`src/rtl/eu_result_icon_tx.sv`:
```
// Interconnect tx channel types plus eu_result_icon_tx: buffers ALU results
// in a FIFO and presents them one at a time on the interconnect tx channel.
// Each result is held there until the interconnect returns success.
// Ports:
//   clk, reset (sync, active-high), flush (sync discard of all buffered results)
//   i_alu_tx       : ALU result channel (opd_data/opd_addr/opd_valid)
//   o_alu_store_ok : accept back to the ALU (opd_store_success)
//   o_icon_tx      : addr/data/valid toward the interconnect
//   i_icon_rx      : success from the interconnect
//   o_count        : entries currently buffered
//   o_stall_cnt    : cycles the current head has waited, saturating
package pkg_dtypes;

    typedef struct packed {
        logic [3:0] euidx;
        logic [7:0] uid;
        logic [3:0] spec;
    } type_icon_addr;

    typedef struct packed {
        logic [15:0]   opd_data;
        type_icon_addr opd_addr;
        logic          opd_valid;
    } type_alu_channel_tx;

    typedef struct packed {
        type_icon_addr addr;
        logic [15:0]   data;
        logic          valid;
    } type_icon_tx_channel;

    typedef struct packed {
        logic success;
    } type_icon_rx_channel;

    typedef struct packed {
        type_icon_addr addr;
        logic [15:0]   data;
    } type_result_entry;

endpackage

module eu_result_icon_tx
    import pkg_dtypes::*;
#(
    parameter int unsigned FIFO_DEPTH     = 4,
    parameter int unsigned STALL_CNT_BITS = 8,
    localparam int unsigned PTR_W         = $clog2(FIFO_DEPTH),
    localparam int unsigned CNT_W         = $clog2(FIFO_DEPTH) + 1
) (
    input  logic                      clk,
    input  logic                      reset,
    input  logic                      flush,
    input  type_alu_channel_tx        i_alu_tx,
    output logic                      o_alu_store_ok,
    output type_icon_tx_channel       o_icon_tx,
    input  type_icon_rx_channel       i_icon_rx,
    output logic [CNT_W-1:0]          o_count,
    output logic [STALL_CNT_BITS-1:0] o_stall_cnt
);

    type_result_entry mem [FIFO_DEPTH];

    logic [PTR_W-1:0]          rd_ptr, wr_ptr, rd_ptr_nxt, wr_ptr_nxt;
    logic [CNT_W-1:0]          count_nxt;
    logic [STALL_CNT_BITS-1:0] stall_nxt;
    logic                      push, pop;
    type_result_entry          new_entry, head_nxt;

    // Next-state for pointers, count, stall counter and the registered head.
    always_comb begin
        new_entry  = '{addr: i_alu_tx.opd_addr, data: i_alu_tx.opd_data};
        push       = i_alu_tx.opd_valid && o_alu_store_ok && !flush;
        pop        = o_icon_tx.valid && i_icon_rx.success && !flush;
        rd_ptr_nxt = pop  ? rd_ptr + PTR_W'(1) : rd_ptr;
        wr_ptr_nxt = push ? wr_ptr + PTR_W'(1) : wr_ptr;
        count_nxt  = o_count + CNT_W'(push) - CNT_W'(pop);
        stall_nxt  = '0;
        if (o_icon_tx.valid && !i_icon_rx.success) begin
            stall_nxt = (&o_stall_cnt) ? o_stall_cnt : o_stall_cnt + STALL_CNT_BITS'(1);
        end
        if (flush) begin
            rd_ptr_nxt = '0;
            wr_ptr_nxt = '0;
            count_nxt  = '0;
            stall_nxt  = '0;
        end
        // Only a push into a slot that becomes the head must be forwarded from the input.
        head_nxt = (push && (wr_ptr == rd_ptr_nxt)) ? new_entry : mem[rd_ptr_nxt];
    end

    // Result storage; contents are don't-care until counted in.
    always_ff @(posedge clk) begin
        if (push) begin
            mem[wr_ptr] <= new_entry;
        end
    end

    // Control state and registered outputs.
    always_ff @(posedge clk) begin
        if (reset) begin
            rd_ptr         <= '0;
            wr_ptr         <= '0;
            o_count        <= '0;
            o_stall_cnt    <= '0;
            o_alu_store_ok <= 1'b1;
            o_icon_tx      <= '0;
        end else begin
            rd_ptr          <= rd_ptr_nxt;
            wr_ptr          <= wr_ptr_nxt;
            o_count         <= count_nxt;
            o_stall_cnt     <= stall_nxt;
            o_alu_store_ok  <= (count_nxt < CNT_W'(FIFO_DEPTH));
            o_icon_tx.valid <= (count_nxt != '0);
            o_icon_tx.addr  <= (count_nxt != '0) ? head_nxt.addr : '0;
            o_icon_tx.data  <= (count_nxt != '0) ? head_nxt.data : '0;
        end
    end

endmodule

```
`config.mk`:
```
export PLATFORM = sky130hd
export DESIGN_NAME = eu_result_icon_tx
export DESIGN_NICKNAME = d
export VERILOG_FILES = /design/src/rtl/eu_result_icon_tx.sv
export SDC_FILE = /design/constraint.sdc
export NUM_CORES = 1
export LEC_CHECK = 0
export ABC_AREA = 1
export CORE_MARGIN = 3
export CORE_UTILIZATION = 56
export DETAILED_ROUTE_END_ITERATION = 10
export PLACE_DENSITY = 0.79
export SLEW_MARGIN = 0
export SYNTH_ARGS = -nofsm -noshare
export SYNTH_HDL_FRONTEND = slang
export SYNTH_SLANG_ARGS = --single-unit
```
`constraint.sdc`:
```
create_clock -name clk -period 3.43 [get_ports clk]
set_clock_uncertainty 0.05 [all_clocks]
set_input_delay 0.5145 -clock clk [delete_from_list [all_inputs] [get_ports clk]]
set_output_delay 0.5145 -clock clk [all_outputs]
set_load 0.01 [all_outputs]
```
==> impl_summary.txt, run 1 <==
----------------------------------------------------
[Outcome]
  Outcome ... finished clean

[Yosys]
  Number of cells produced by synthesis ... 793
  Count of unique library cells instantiated by Yosys ... 26
  Share of synthesized area occupied by flip-flops and latches ... 0.626
  Synthesized netlist net count ... 838
  Total number of yosys warnings ... 0
  Post-synthesis register bit count ... 177
  Synth Cell Area ... 7710 µm²
  Synthesized area per cell ... 9.72 µm²

[Critical path]
  CP Launch Type ... input port
  Worst EP required ... 3740 ps
  Worst Path Arrival ... 3130 ps
  Endpoint type of the worst setup path ... flop
  Critical Path Slowest Stage Cell ... inv_2
  Sum of buffers and inverters on the critical path ... 3
  Cell chain of the critical path ... clkdlybuf4s50_1 > inv_2 > nand3_2 > nand2_1 > nand3_2 > inv_2 > nor2_1 > nor2_1
  Worst Path Max Fanout ... 28
  Critical path's largest stage delay ... 490 ps
  Start-to-end type of the worst setup path ... input port to flop
  Cell family with the largest share of critical-path delay ... buffers and inverters
  R2R Setup Slk ... 860 ps

[Worst hold path]
  Class of the tightest hold or removal check ... flop to flop

[Final layout]
  Area taken by multi-input logic gates ... 2100 µm²
  Flip-flop and latch area ... 4820 µm²
  Final layout net count ... 912
  Final cell area excluding filler cells ... 9380 µm²
  Number of diodes ... 0
  Fraction of the core area covered by cells at the end of the flow ... 0.703
  Area growth syn-to-layout ... 21.7%
  Share of final-layout standard cells stronger than drive strength 1 ... 0.0705
  Fill cell instance count of the final layout ... 960

[CTS]
  CTS Root Buffer Type ... clkbuf_16
  Buffers inserted by post-CTS timing repair ... 0
  Count of hold-fix buffers inserted at cts ... 0
  Post-CTS sizing ... 0
  Buffer levels on the longest clock path ... 2
  Clock net sink count ... 177
  Source-to-sink clock delay at the later pin of the worst-skew pair ... 430 ps
  H-tree depth ... 4
  Clock slew at the register clock pins of the worst setup and hold paths ... 60 ps
  CTS buffer count ... 17
  TritonCTS clock tree ... done

[Route]
  Number of design-rule violations left by the first detailed-router iteration ... 605
  Wirelength, routed ... 18.2 mm
  Number of nets with antenna violations after detailed routing ... 0
  Vias per cell ... 5.50
  Router iterations before antenna repair ... 5
  Final routed DRC violation total ... 0
  Post-detailed-route wirelength per cell ... 17.3 µm
  Total vias in the final route ... 5,808

[STA]
  Max-Slew Margin vs Limit ... 0.594
  Clock period minus worst slack ... 2810 ps
  Highest achievable clock rate ... 0.355 GHz
  Sum Neg Setup Slack ... 0 ps
  Final setup fails ... 0
  Slew of the pin with the lowest slew margin ... 609 ps
  RSZ-0062 raised after global routing ... false
  Fin crit share ... 0.821
  Final max-slew violation count ... 0
  Number of hold-slack violations in the final timing report ... 0

[Floorplanning]
  Starting density of the core ... 0.577
  Total die area ... 15,200 µm²
  FP Rows ... 42
  Count of boundary I/O pins ... 82
  DIE HEIGHT ... 123 µm
  Area of the core ... 13,300 µm²
  Die boundary width ... 123 µm

[Global routing]
  Grt met2 use ... 0.419
  Met1 global-route usage ... 0.308
  Met3 capacity usage during global routing ... 0.0489
  Vias in the first global route ... 5,829
  Layer carrying the most global-route usage ... met2
  Overflow left after global routing ... 0
  Pin count of the biggest net entering global routing ... 66
  Wire length of the first global-routing pass ... 28.7 mm
  Antenna violations before repair ... 0
  Overall fraction of global-route tracks in use ... 0.249

[Placed design]
  Number of I/O port buffers ... 81
  Half-perimeter wire length after placement ... 10.5 mm
  Global placement routability congestion ... 0.851
  DP Area ... 8700 µm²

[Flow run]
  Count of max-cap constraint violations ... 0

[Pwr]
  Static leakage ... 3.96 nW
  Power density over cell area ... 523 nW/µm²
  Worst IR drop on VDD ... 0.401 mV
  Power after layout ... 0.00491 W

----------------------------------------------------
[stage by stage]
stage	cells	hold slack, ps	worst slack, ps
after floorplan	793	450	790
after global placement	1024	430	340
after detailed placement	1024	448	266
after CTS	1056	463	654
after global routing	1056	498	429
final	1056	461	615
[worst reg2reg max path, cell delays in order (launching register included)]
cell and delay, ps:
dfxtp_1 330, nand2_1 90, nor2_1 130, inv_1 70
ha_1 290, inv_1 60, ha_1 130, inv_1 50
fa_1 480, nor2_1 60, nor2_1 110, o21ai_2 80
inv_1 390, a21oi_1 110
[per-layer routing]
layer	share of wire	vias up	wire, µm
met5	0	-	0
met4	0.024	0	443
met3	0.072	43	1310
met2	0.50	291	9090
met1	0.41	2755	7380
li1	-	2719	-
[power breakdown]
part	internal, W	total, W	leakage, nW	switching, W
Sequential	0.00234	0.00236	1.56	0.0000183
Combinational	0.000142	0.000352	2.08	0.000211
Clock	0.00138	0.00219	0.319	0.000815
Total	0.00386	0.00491	3.96	0.00104
[Yosys cell counts, drive strengths merged]
cell type / number / area, µm²
nand2: 162 / 608
inv: 152 / 571
edfxtp: 128 / 3840
nand3: 87 / 458
nor2: 64 / 250
dfxtp: 49 / 981
nand4: 47 / 294
buf: 25 / 179
nand3b: 20 / 150
a21oi: 19 / 98.9
clkbuf: 17 / 63.8
o21ai: 8 / 43.8
ha: 7 / 87.6
xnor2: 3 / 26.3
xor2: 3 / 26.3
fa: 1 / 20.0
nor3: 1 / 5.00
[worst paths after layout]
check	from	to	depth (start not counted)
worst max-delay path	flush	o_icon_tx[24]	8
worst min-delay path	o_stall_cnt[0]	o_stall_cnt[0]	1
worst max register to register	o_alu_store_ok	o_icon_tx[14]	13
worst min register to register	o_stall_cnt[0]	o_stall_cnt[0]	1
[layout make-up]
| class | instances | share of cell area |
|---|---|---|
| multi-input combinational | 422 | 0.224 |
| clock buffer | 19 | 0.0507 |
| inverter | 152 | 0.0608 |
| sequential | 177 | 0.514 |
| tap | 176 | 0.0235 |
| clock inverter | 13 | 0.0216 |
| timing repair buffer | 97 | 0.105 |
[cells in the final DEF (no fill, tap or decap), types with 4 or more instances in the layout]
master           count
buf_4               12
dfxtp_1             49
bufinv_16            5
nand3b_1            20
nand4_1             47
edfxtp_1           128
clkdlybuf4s50_1     81
a21oi_1             18
buf_12               4
nor2_4               5
inv_1              149
o21ai_0              7
clkbuf_16           19
ha_1                 7
nand2_1            162
clkinvlp_4           4
nand3_1             83
nor2_1              58
[logic make-up after synthesis]
family          Yosys count  share of synthesized area
flops                   177                      0.626
fa+ha+maj                 8                     0.0140
xor+xnor                  6                    0.00682
simple gates            381                      0.229
buf+inv                 194                      0.106
compound gates           27                     0.0185
[state kept, by name (all words and copies together) (netlist names)]
| register | count |
|---|---|
| mem | 128 |
| o_alu_store_ok | 1 |
| o_count | 3 |
| o_icon_tx | 33 |
| o_stall_cnt | 8 |
| rd_ptr | 2 |
| wr_ptr | 2 |
No activity file was read; power rests on OpenSTA's default activity.
==> run 2, diff against run 1 <==
CORE_UTILIZATION = 51   (was 56)
PLACE_DENSITY = 0.76   (was 0.79)
clock period = 2.4 ns   (was 3.43 ns; I/O delays follow)
==> run 2 against run 1 <==
  * The flow now finishes with violations (setup timing)
  * Flip-flop and latch count unchanged
  * Via count is 0.48% lower
  * Global-route usage fell by 3.2 points
  * Worst setup slack got worse by 620 ps
  * Critical path type is now flop to flop
==> impl_summary.txt, run 2 (synthesized netlist as in run 1, its figures left out) <==
----------------------------------------------------
[Route]
  Number of design-rule violations left by the first detailed-router iteration ... 453 (-25%)
  Post-detailed-route wirelength per cell ... 16.8 µm (-2.8%)
  Final routed DRC violation total ... 0 (unchanged)
  Wirelength, routed ... 18.4 mm (+0.96%)
  Total vias in the final route ... 5,780 (-0.48%)
  Number of nets with antenna violations after detailed routing ... 0 (unchanged)
  Vias per cell ... 5.27 (-4.2%)
  Router iterations before antenna repair ... 5 (unchanged)

[Critical path]
  Worst Path Arrival ... 2710 ps (-420 ps)
  R2R Setup Slk ... -2 ps (-860 ps)
  Worst EP required ... 2710 ps (-1030 ps)
  R2r worst-path depth ... 15 (+2)
  Start-to-end type of the worst setup path ... flop to flop
  Endpoint type of the worst setup path ... flop
  CP Launch Type ... flop
  Worst reg2reg path endpoint ... o_icon_tx[9]
  Worst flop-to-flop path startpoint ... o_alu_store_ok
  Worst Path Max Fanout ... 6 (-79%)

[Floorplanning]
  DIE HEIGHT ... 129 µm (+4.6%)
  Total die area ... 16,600 µm² (+9.3%)
  Area of the core ... 14,600 µm² (+9.7%)
  Count of boundary I/O pins ... 82 (unchanged)
  FP Rows ... 44 (+4.8%)
  Die boundary width ... 129 µm (+4.6%)
  Starting density of the core ... 0.526 (-0.0511)

[Global routing]
  Grt met2 use ... 0.373 (-0.0454)
  Antenna violations before repair ... 0 (unchanged)
  Overall fraction of global-route tracks in use ... 0.218 (-0.0316)
  Pin count of the biggest net entering global routing ... 35 (-47%)
  Vias in the first global route ... 5,656 (-3.0%)
  Wire length of the first global-routing pass ... 27.8 mm (-3.1%)
  Overflow left after global routing ... 0 (unchanged)
  Layer carrying the most global-route usage ... met2
  Met1 global-route usage ... 0.261 (-0.0476)
  Met3 capacity usage during global routing ... 0.0452 (-0.00370)

[Flow run]
  Count of max-cap constraint violations ... 0 (unchanged)

[Placed design]
  Half-perimeter wire length after placement ... 10.7 mm (+1.7%)
  Cell Count Post-Placement ... 1,056 (+3.1%)
  Worst-case setup slack after placement ... -450 ps (-717 ps)
  Number of I/O port buffers ... 81 (unchanged)
  Global placement routability congestion ... 0.810 (-4.8%)

[Worst hold path]
  Startpoint of the worst hold path ... i_alu_tx[0]
  Class of the tightest hold or removal check ... input port to flop
  Number of instances on the worst hold path ... 5 (+4)
  Endpoint with the worst hold slack ... wr_ptr[0]

[Final layout]
  Register bank with the most flops ... mem
  Share of final-layout standard cells stronger than drive strength 1 ... 0.140 (+0.0697)
  Number of standard cells in the layout, taps in and fillers out ... 1,097 (+3.9%)
  Area growth syn-to-layout ... 28.2%
  Most common library cell in the layout ignoring fill and taps ... nand2_1
  Fraction of the core area covered by cells at the end of the flow ... 0.675 (-0.0279)
  Commonest cells after routing, fill and taps aside ... nand2_1 (150), inv_1 (145), edfxtp_1 (128)
  Largest regs ... mem (128), o_icon_tx (33), o_stall_cnt (8)
  Final layout net count ... 945 (+3.6%)
  Number of flip-flops in the largest register ... 128 (unchanged)
  Number of diodes ... 0 (unchanged)

[STA]
  Clock period minus worst slack ... 2400 ps
  Number of hold-slack violations in the final timing report ... 0 (unchanged)
  RSZ-0062 raised after global routing ... true
  Final setup fails ... 2 (+2)
  Slew of the pin with the lowest slew margin ... 466 ps (-144 ps)
  Final max-slew violation count ... 0 (unchanged)
  Max-Slew Margin vs Limit ... 0.689 (+0.0954)
  Worst Slack Setup Final ... -2.10 ps (-617 ps)
  Highest achievable clock rate ... 0.416 GHz
  Fin crit share ... 1.00

[Pwr]
  Worst IR drop on VDD ... 0.789 mV (+97%)
  Power after layout ... 0.00686 W (+40%)
  Static leakage ... 4.18 nW (+5.5%)
  Power density over cell area ... 694 nW/µm² (+33%)

[Outcome]
  Violated checks ... setup timing
  Outcome ... complete, but fails checks

[CTS]
  Clock slew at the register clock pins of the worst setup and hold paths ... 60 ps (about the same)
  TritonCTS clock tree ... done
  Clock net sink count ... 177 (unchanged)
  CTS buffer count ... 17 (unchanged)
  Source-to-sink clock delay at the later pin of the worst-skew pair ... 430 ps (about the same)
  CTS Root Buffer Type ... clkbuf_16
  H-tree depth ... 4 (unchanged)
  Buffer levels on the longest clock path ... 2 (unchanged)

----------------------------------------------------
## run 2: cell count changes in the layout (fill, tap and decap cells not counted), sizes merged
cell	previous run	this run
clkbuf	19	24
bufinv	5	4
clkdlybuf4s50	81	78
buf	16	46
clkinv	3	4
dlymetal6s2s	0	3
clkinvlp	4	2
## run 2: final cells by class
class	count	area, µm²
Tap cell	184	230
Fill cell	1096	4760
Clock buffer	21	450
Timing Repair Buffer	130	1380
Clock inverter	11	161
Sequential cell	177	4830
Multi-Input combinational cell	422	2250
Inverter	152	578
## run 2: worst max-delay path: stages (launching register included)
cell,delay [ps]
dfxtp_2,340
nand2_2,70
nor2_4,120
inv_2,60
ha_4,270
inv_4,40
ha_4,150
inv_2,50
fa_2,450
nor2_4,130
nor2_4,60
o21ai_4,70
buf_12,160
inv_6,50
clkbuf_16,150
a21oi_2,100
## run 2: per-stage QoR
step	setup TNS [ps]	instance area [µm²]	hold WS, ps
finish	-3.84	9880	419
global route	-1880	9880	430
CTS	-243	9600	465
detailed placement	-14270	8960	450
global placement	-13670	8960	432
floorplan	-13730	7710	382
## run 2: how the worst max path moves through the flow
stage                         from             to  slack (ps)
floorplan           o_alu_store_ok      mem[0][0]        -110
global placement       i_alu_tx[0]  o_icon_tx[22]        -430
detailed placement     i_alu_tx[0]  o_icon_tx[18]        -450
finish              o_alu_store_ok   o_icon_tx[9]          -2
global route        o_alu_store_ok  o_icon_tx[18]         -70
CTS                    i_alu_tx[0]  o_icon_tx[31]         -50
## run 2: layer usage
metal | up-vias | part of all wire
li1 | 2796 | -
met1 | 2730 | 0.40
met2 | 213 | 0.51
met3 | 41 | 0.064
met4 | 0 | 0.026
met5 | - | 0
## run 2: timing repair
| action | in CTS | in global routing |
|---|---|---|
| setup buffers | 1 | 4 |
| hold buffers | 0 | 0 |
| resized for setup | 5 | 45 |
| endpoints found under the setup margin | 32 | 33 |
| pin swaps | 1 | 13 |
| cloned | 0 | 4 |
## run 2: report_power, final
part,internal [W],switching [W],total (W)
clock,0.00176,0.00110,0.00286
sequential,0.00335,0.0000257,0.00338
combinational,0.000274,0.000344,0.000619
total,0.00539,0.00147,0.00686
==> run 3, diff against run 2 <==
CORE_UTILIZATION = 31   (was 51)
PLACE_DENSITY = not set   (was 0.76)
==> run 3 against run 2 <==
  * The run now ends clean
  * Non-clock buffer count is the same
  * Combinational power shrank 5.3%
  * Clock power shrank 5%
  * Critical path depth is the same
  * First-iteration DRC count grew 8.2%
  * Die area grew 61%
  * Hold slack gained 33 ps
  * Count of clock-buffer cells in the layout shrank 2
  * Highest routed layer unchanged
  * Sequential power is essentially flat
==> impl_summary.txt, run 3 (synthesized netlist as in run 1, its figures left out) <==
----------------------------------------------------
[Pwr]
  Net switching share of the total power ... 0.226 (+0.0116)
  Power after layout ... 0.00669 W (-2.5%)
  Sequential fraction of design power ... 0.505 (+0.013)
  Power Internal ... 0.00517 W (-4.0%)
  Net switching power figure ... 0.00151 W (+2.7%)
  Static leakage ... 4.14 nW (-1.0%)
  Logic pwr share ... 0.088 (-0.002)
  Power density over cell area ... 673 nW/µm² (-3.1%)
  Worst IR drop on VDD ... 0.413 mV (-48%)
  Clock network fraction of design power ... 0.407 (-0.011)

[STA]
  Fin crit share ... 0.972 (-0.0293)
  Max-Slew Margin vs Limit ... 0.705 (+0.0155)
  Final setup fails ... 0 (-2)
  Number of hold-slack violations in the final timing report ... 0 (unchanged)
  Final max-slew violation count ... 0 (unchanged)
  Clock period minus worst slack ... 2330 ps (-70.4 ps)
  Worst hold slack ... 451 ps (+32.5 ps)
  Highest achievable clock rate ... 0.429 GHz (+3.0%)
  Slew of the pin with the lowest slew margin ... 442 ps (-23.2 ps)

[CTS]
  Source-to-sink clock delay at the later pin of the worst-skew pair ... 420 ps (about the same)
  CTS Root Buffer Type ... clkbuf_16
  CTS buffer count ... 17 (unchanged)
  TritonCTS clock tree ... done
  Clock slew at the register clock pins of the worst setup and hold paths ... 60 ps (about the same)
  H-tree depth ... 4 (unchanged)
  Count of hold-fix buffers inserted at cts ... 0 (unchanged)
  Buffer levels on the longest clock path ... 2 (unchanged)
  Clock net sink count ... 177 (unchanged)

[Global routing]
  Antenna violations before repair ... 0 (unchanged)
  Overall fraction of global-route tracks in use ... 0.142 (-0.0755)
  Vias in the first global route ... 5,292 (-6.4%)
  Pin count of the biggest net entering global routing ... 34 (-2.9%)
  Wire length of the first global-routing pass ... 29.3 mm (+5.2%)
  Overflow left after global routing ... 0 (unchanged)

[Floorplanning]
  Total die area ... 26,800 µm² (+61%)
  Count of boundary I/O pins ... 82 (unchanged)
  DIE HEIGHT ... 164 µm (+27%)
  Starting density of the core ... 0.316 (-0.210)
  FP Rows ... 57 (+30%)
  Area of the core ... 24,400 µm² (+67%)
  Die boundary width ... 164 µm (+27%)

[Critical path]
  Worst EP required ... 2700 ps (about the same)
  Worst Path Arrival ... 2630 ps (-80 ps)
  Cell family with the largest share of critical-path delay ... adder cells
  Cell seen most often among critical-path stages ... inv_2
  Sum of buffers and inverters on the critical path ... 6 (unchanged)
  Critical Path Slowest Stage Cell ... fa_2
  Endpoint type of the worst setup path ... flop
  CP Launch Type ... flop
  Worst Path Max Fanout ... 12 (+6)
  Start-to-end type of the worst setup path ... flop to flop
  Cell chain of the critical path ... nand2_2 > nor2_4 > inv_2 > ha_4 > inv_2 > ha_4 > inv_2 > fa_2 > nor2_4 > nor2_4 > o21ai_4 > buf_12 > inv_2 > buf_12 > a21oi_1
  Critical path's largest stage delay ... 450 ps (about the same)

[Worst hold path]
  Class of the tightest hold or removal check ... input port to flop

[Placed design]
  Global placement routability congestion ... 0.771 (-4.9%)
  DP Area ... 9140 µm² (+1.9%)
  Half-perimeter wire length after placement ... 11.5 mm (+8.4%)
  Cell Count Post-Placement ... 1,195 (+13%)
  Number of I/O port buffers ... 81 (unchanged)

[Route]
  Post-detailed-route wirelength per cell ... 15.2 µm (-9.3%)
  Final routed DRC violation total ... 0 (unchanged)
  Total vias in the final route ... 5,517 (-4.6%)
  Wirelength, routed ... 18.8 mm (+2.3%)
  Number of design-rule violations left by the first detailed-router iteration ... 490 (+8.2%)
  Vias per cell ... 4.46 (-15%)
  Router iterations before antenna repair ... 5 (unchanged)
  Number of nets with antenna violations after detailed routing ... 0 (unchanged)

[Final layout]
  Largest regs ... mem (128), o_icon_tx (33), o_stall_cnt (8)
  Share of final-layout standard cells stronger than drive strength 1 ... 0.133 (-0.00767)
  Register bank with the most flops ... mem
  Number of standard cells in the layout, taps in and fillers out ... 1,237 (+13%)
  Number of diodes ... 0 (unchanged)
  Area growth syn-to-layout ... 29.0%
  Fill cell instance count of the final layout ... 2,369 (+120%)
  Final layout net count ... 945 (unchanged)
  Number of flip-flops in the largest register ... 128 (unchanged)
  Final cell area excluding filler cells ... 9940 µm² (+0.60%)
  Most common library cell in the layout ignoring fill and taps ... nand2_1
  Commonest cells after routing, fill and taps aside ... nand2_1 (149), inv_1 (145), edfxtp_1 (128)
  Fraction of the core area covered by cells at the end of the flow ... 0.407 (-0.267)

[Flow run]
  Count of max-cap constraint violations ... 0 (unchanged)

[Outcome]
  Outcome ... finished clean

----------------------------------------------------
-- run 3: worst min-delay path, delay by kind of cell --
family	cells	cell delay [ps]
buffers and inverters	2	360
and+or+nand+nor	1	90
AOI/OAI and AO/OA	1	60
-- run 3: area by class of cell --
cell class / count / area, µm² / share of cell area
Sequential cell: 177 / 4830 / 0.486
Multi-Input combinational cell: 422 / 2220 / 0.223
Timing Repair Buffer: 130 / 1340 / 0.135
Inverter: 152 / 571 / 0.0574
Clock buffer: 19 / 443 / 0.0446
Tap cell: 324 / 405 / 0.0408
Clock inverter: 13 / 134 / 0.0135
-- run 3: per-stage QoR --
stage                     setup TNS, ps  setup slack [ps]
final                                 0              68.3
after global routing               -485             -31.9
after CTS                             0              12.2
after detailed placement         -17460              -579
after global placement           -17020              -556
after floorplan                  -13730              -107
-- run 3: metal layers --
layer | part of all wire | wire (µm) | track usage | vias up
met5 | 0 | 0 | 0 | -
met4 | 0.0098 | 184 | 0.0446 | 0
met3 | 0.050 | 935 | 0.0254 | 16
met2 | 0.50 | 9440 | 0.241 | 121
met1 | 0.44 | 8270 | 0.185 | 2591
li1 | - | - | - | 2789
-- run 3: worst paths after layout --
kind / endpoint / slack, ps / from / depth (start not counted)
max reg2reg: o_icon_tx[15] / 70 / o_alu_store_ok / 15
min reg2reg: o_stall_cnt[3] / 460 / o_stall_cnt[3] / 1
min: wr_ptr[0] / 450 / i_alu_tx[0] / 4
max: o_icon_tx[15] / 70 / o_alu_store_ok / 15
-- run 3: what timing repair did --
item,CTS,global route
gates resized for setup,16,24
gates cloned,0,1
pin swaps,8,7
setup buffers,8,2
setup endpoints to repair,32,160
-- run 3: power by group through the flow --
stage | clock [W] | combinational [W] | sequential (W)
3_5_place_dp | 0 | 0.000542 | 0.00344
2_1_floorplan | 0 | 0.000249 | 0.00345
3_3_place_gp | 0 | 0.000536 | 0.00344
5_1_grt | 0.00290 | 0.000646 | 0.00338
4_1_cts | 0.00277 | 0.000562 | 0.00338
6_report | 0.00272 | 0.000586 | 0.00338
==> edit (flow settings as in run 1) <==
The parameter `FIFO_DEPTH` goes from 4 to 2.
--- a/src/rtl/eu_result_icon_tx.sv
+++ b/src/rtl/eu_result_icon_tx.sv
@@ -43,7 +43,7 @@
 module eu_result_icon_tx
     import pkg_dtypes::*;
 #(
-    parameter int unsigned FIFO_DEPTH     = 4,
+    parameter int unsigned FIFO_DEPTH     = 2,
     parameter int unsigned STALL_CNT_BITS = 8,
     localparam int unsigned PTR_W         = $clog2(FIFO_DEPTH),
     localparam int unsigned CNT_W         = $clog2(FIFO_DEPTH) + 1
Interface: changed (resized o_count); port bits go from 82 to 81. No check against the original RTL was run, so the function may have changed too.
==> edit against run 1 <==
- cell area is 41% lower
- combinational power decreased by 27%
- critical endpoint is now o_icon_tx[1]
- via count decreased by 42%
- area after synthesis down 42%
- routed wire length fell by 49%
- setup slack gained 250 ps
- total power decreased by 49%
- sequential cell count down 67
==> edit: results (changes against run 1) <==
Outcome
  – Run status: finished, final reports clean

Finish
  – Regs by FF count: mem x64, o_icon_tx x33, o_stall_cnt x8
  – CLK BUF: 10 (-9)
  – Comb_multi_in: 291 (-31%)
  – Seq area share: 0.517 (+0.00295)
  – Max reg flops: 64 (-50%)
  – Nonclk buf count: 87 (-10%)
  – Buffer share of cell area: 0.155 (+0.0507)

Detailed routing
  – Via total after detailed routing: 3,384 (-42%)
  – Drt pass-1 iters: 4 (-1)

Power
  – Clock share of power: 0.313 (-0.134)
  – Worst vdd ir: 0.315 mV (-21%)
  – Switching Share: 0.239 (+0.0259)
  – Comb pwr share: 0.104 (+0.032)

Global route
  – Number of global-route vias before repair: 3,331 (-43%)
  – First-pass GRT wire length: 15.1 mm (-48%)

CTS
  – Clock latency on the worst-skew pair: 350 ps (-80 ps)

Setup path
  – Max FO, Critical Path: 33 (+18%)
  – Critical Path AT: 2800 ps (-330 ps)
  – Worst-case reg-to-reg path depth: 11 (-2)
  – Slowest CP cell: clkdlybuf4s50_1

Placed design
  – IO Port Bufs: 80 (-1.2%)
  – GP Congestion: 0.845 (-0.71%)

Logic synthesis
  – Synth cell types: 23 (-12%)
  – Top cells by count, synth: nand2_1, nor2_1, nand3_1, edfxtp_1, inv_1
  – Top cells by area, synth: edfxtp_1, dfxtp_1, nand2_1
  – Sequential-to-total area share from yosys stat: 0.640 (+0.0141)
## edit: routing by layer
metal	vias up	global-route usage	part of all wire
li1	1687	-	-
met1	1561	0.268	0.41
met2	125	0.381	0.50
met3	11	0.0339	0.071
met4	0	0.0817	0.013
met5	-	0	0
## edit: per-stage QoR
stage                     hold WS [ps]  cells  area [µm²]  power (mW)  worst slack (ps)
after detailed placement           465    645        5300        1.74               492
after global routing               525    661        5490        2.58               634
after floorplan                    450    480        4440        1.62              1500
after CTS                          482    661        5490        2.50               871
final                              489    661        5490        2.49               866
after global placement             455    645        5300        1.73               598
## edit: path summary, 6_finish.rpt
| path | to | from | slack (ps) |
|---|---|---|---|
| worst max-delay path | o_icon_tx[1] | i_icon_rx | 870 |
| worst max register to register | o_icon_tx[1] | o_alu_store_ok | 1160 |
| worst min register to register | o_stall_cnt[3] | o_stall_cnt[3] | 490 |
| worst min-delay path | o_stall_cnt[3] | o_stall_cnt[3] | 490 |
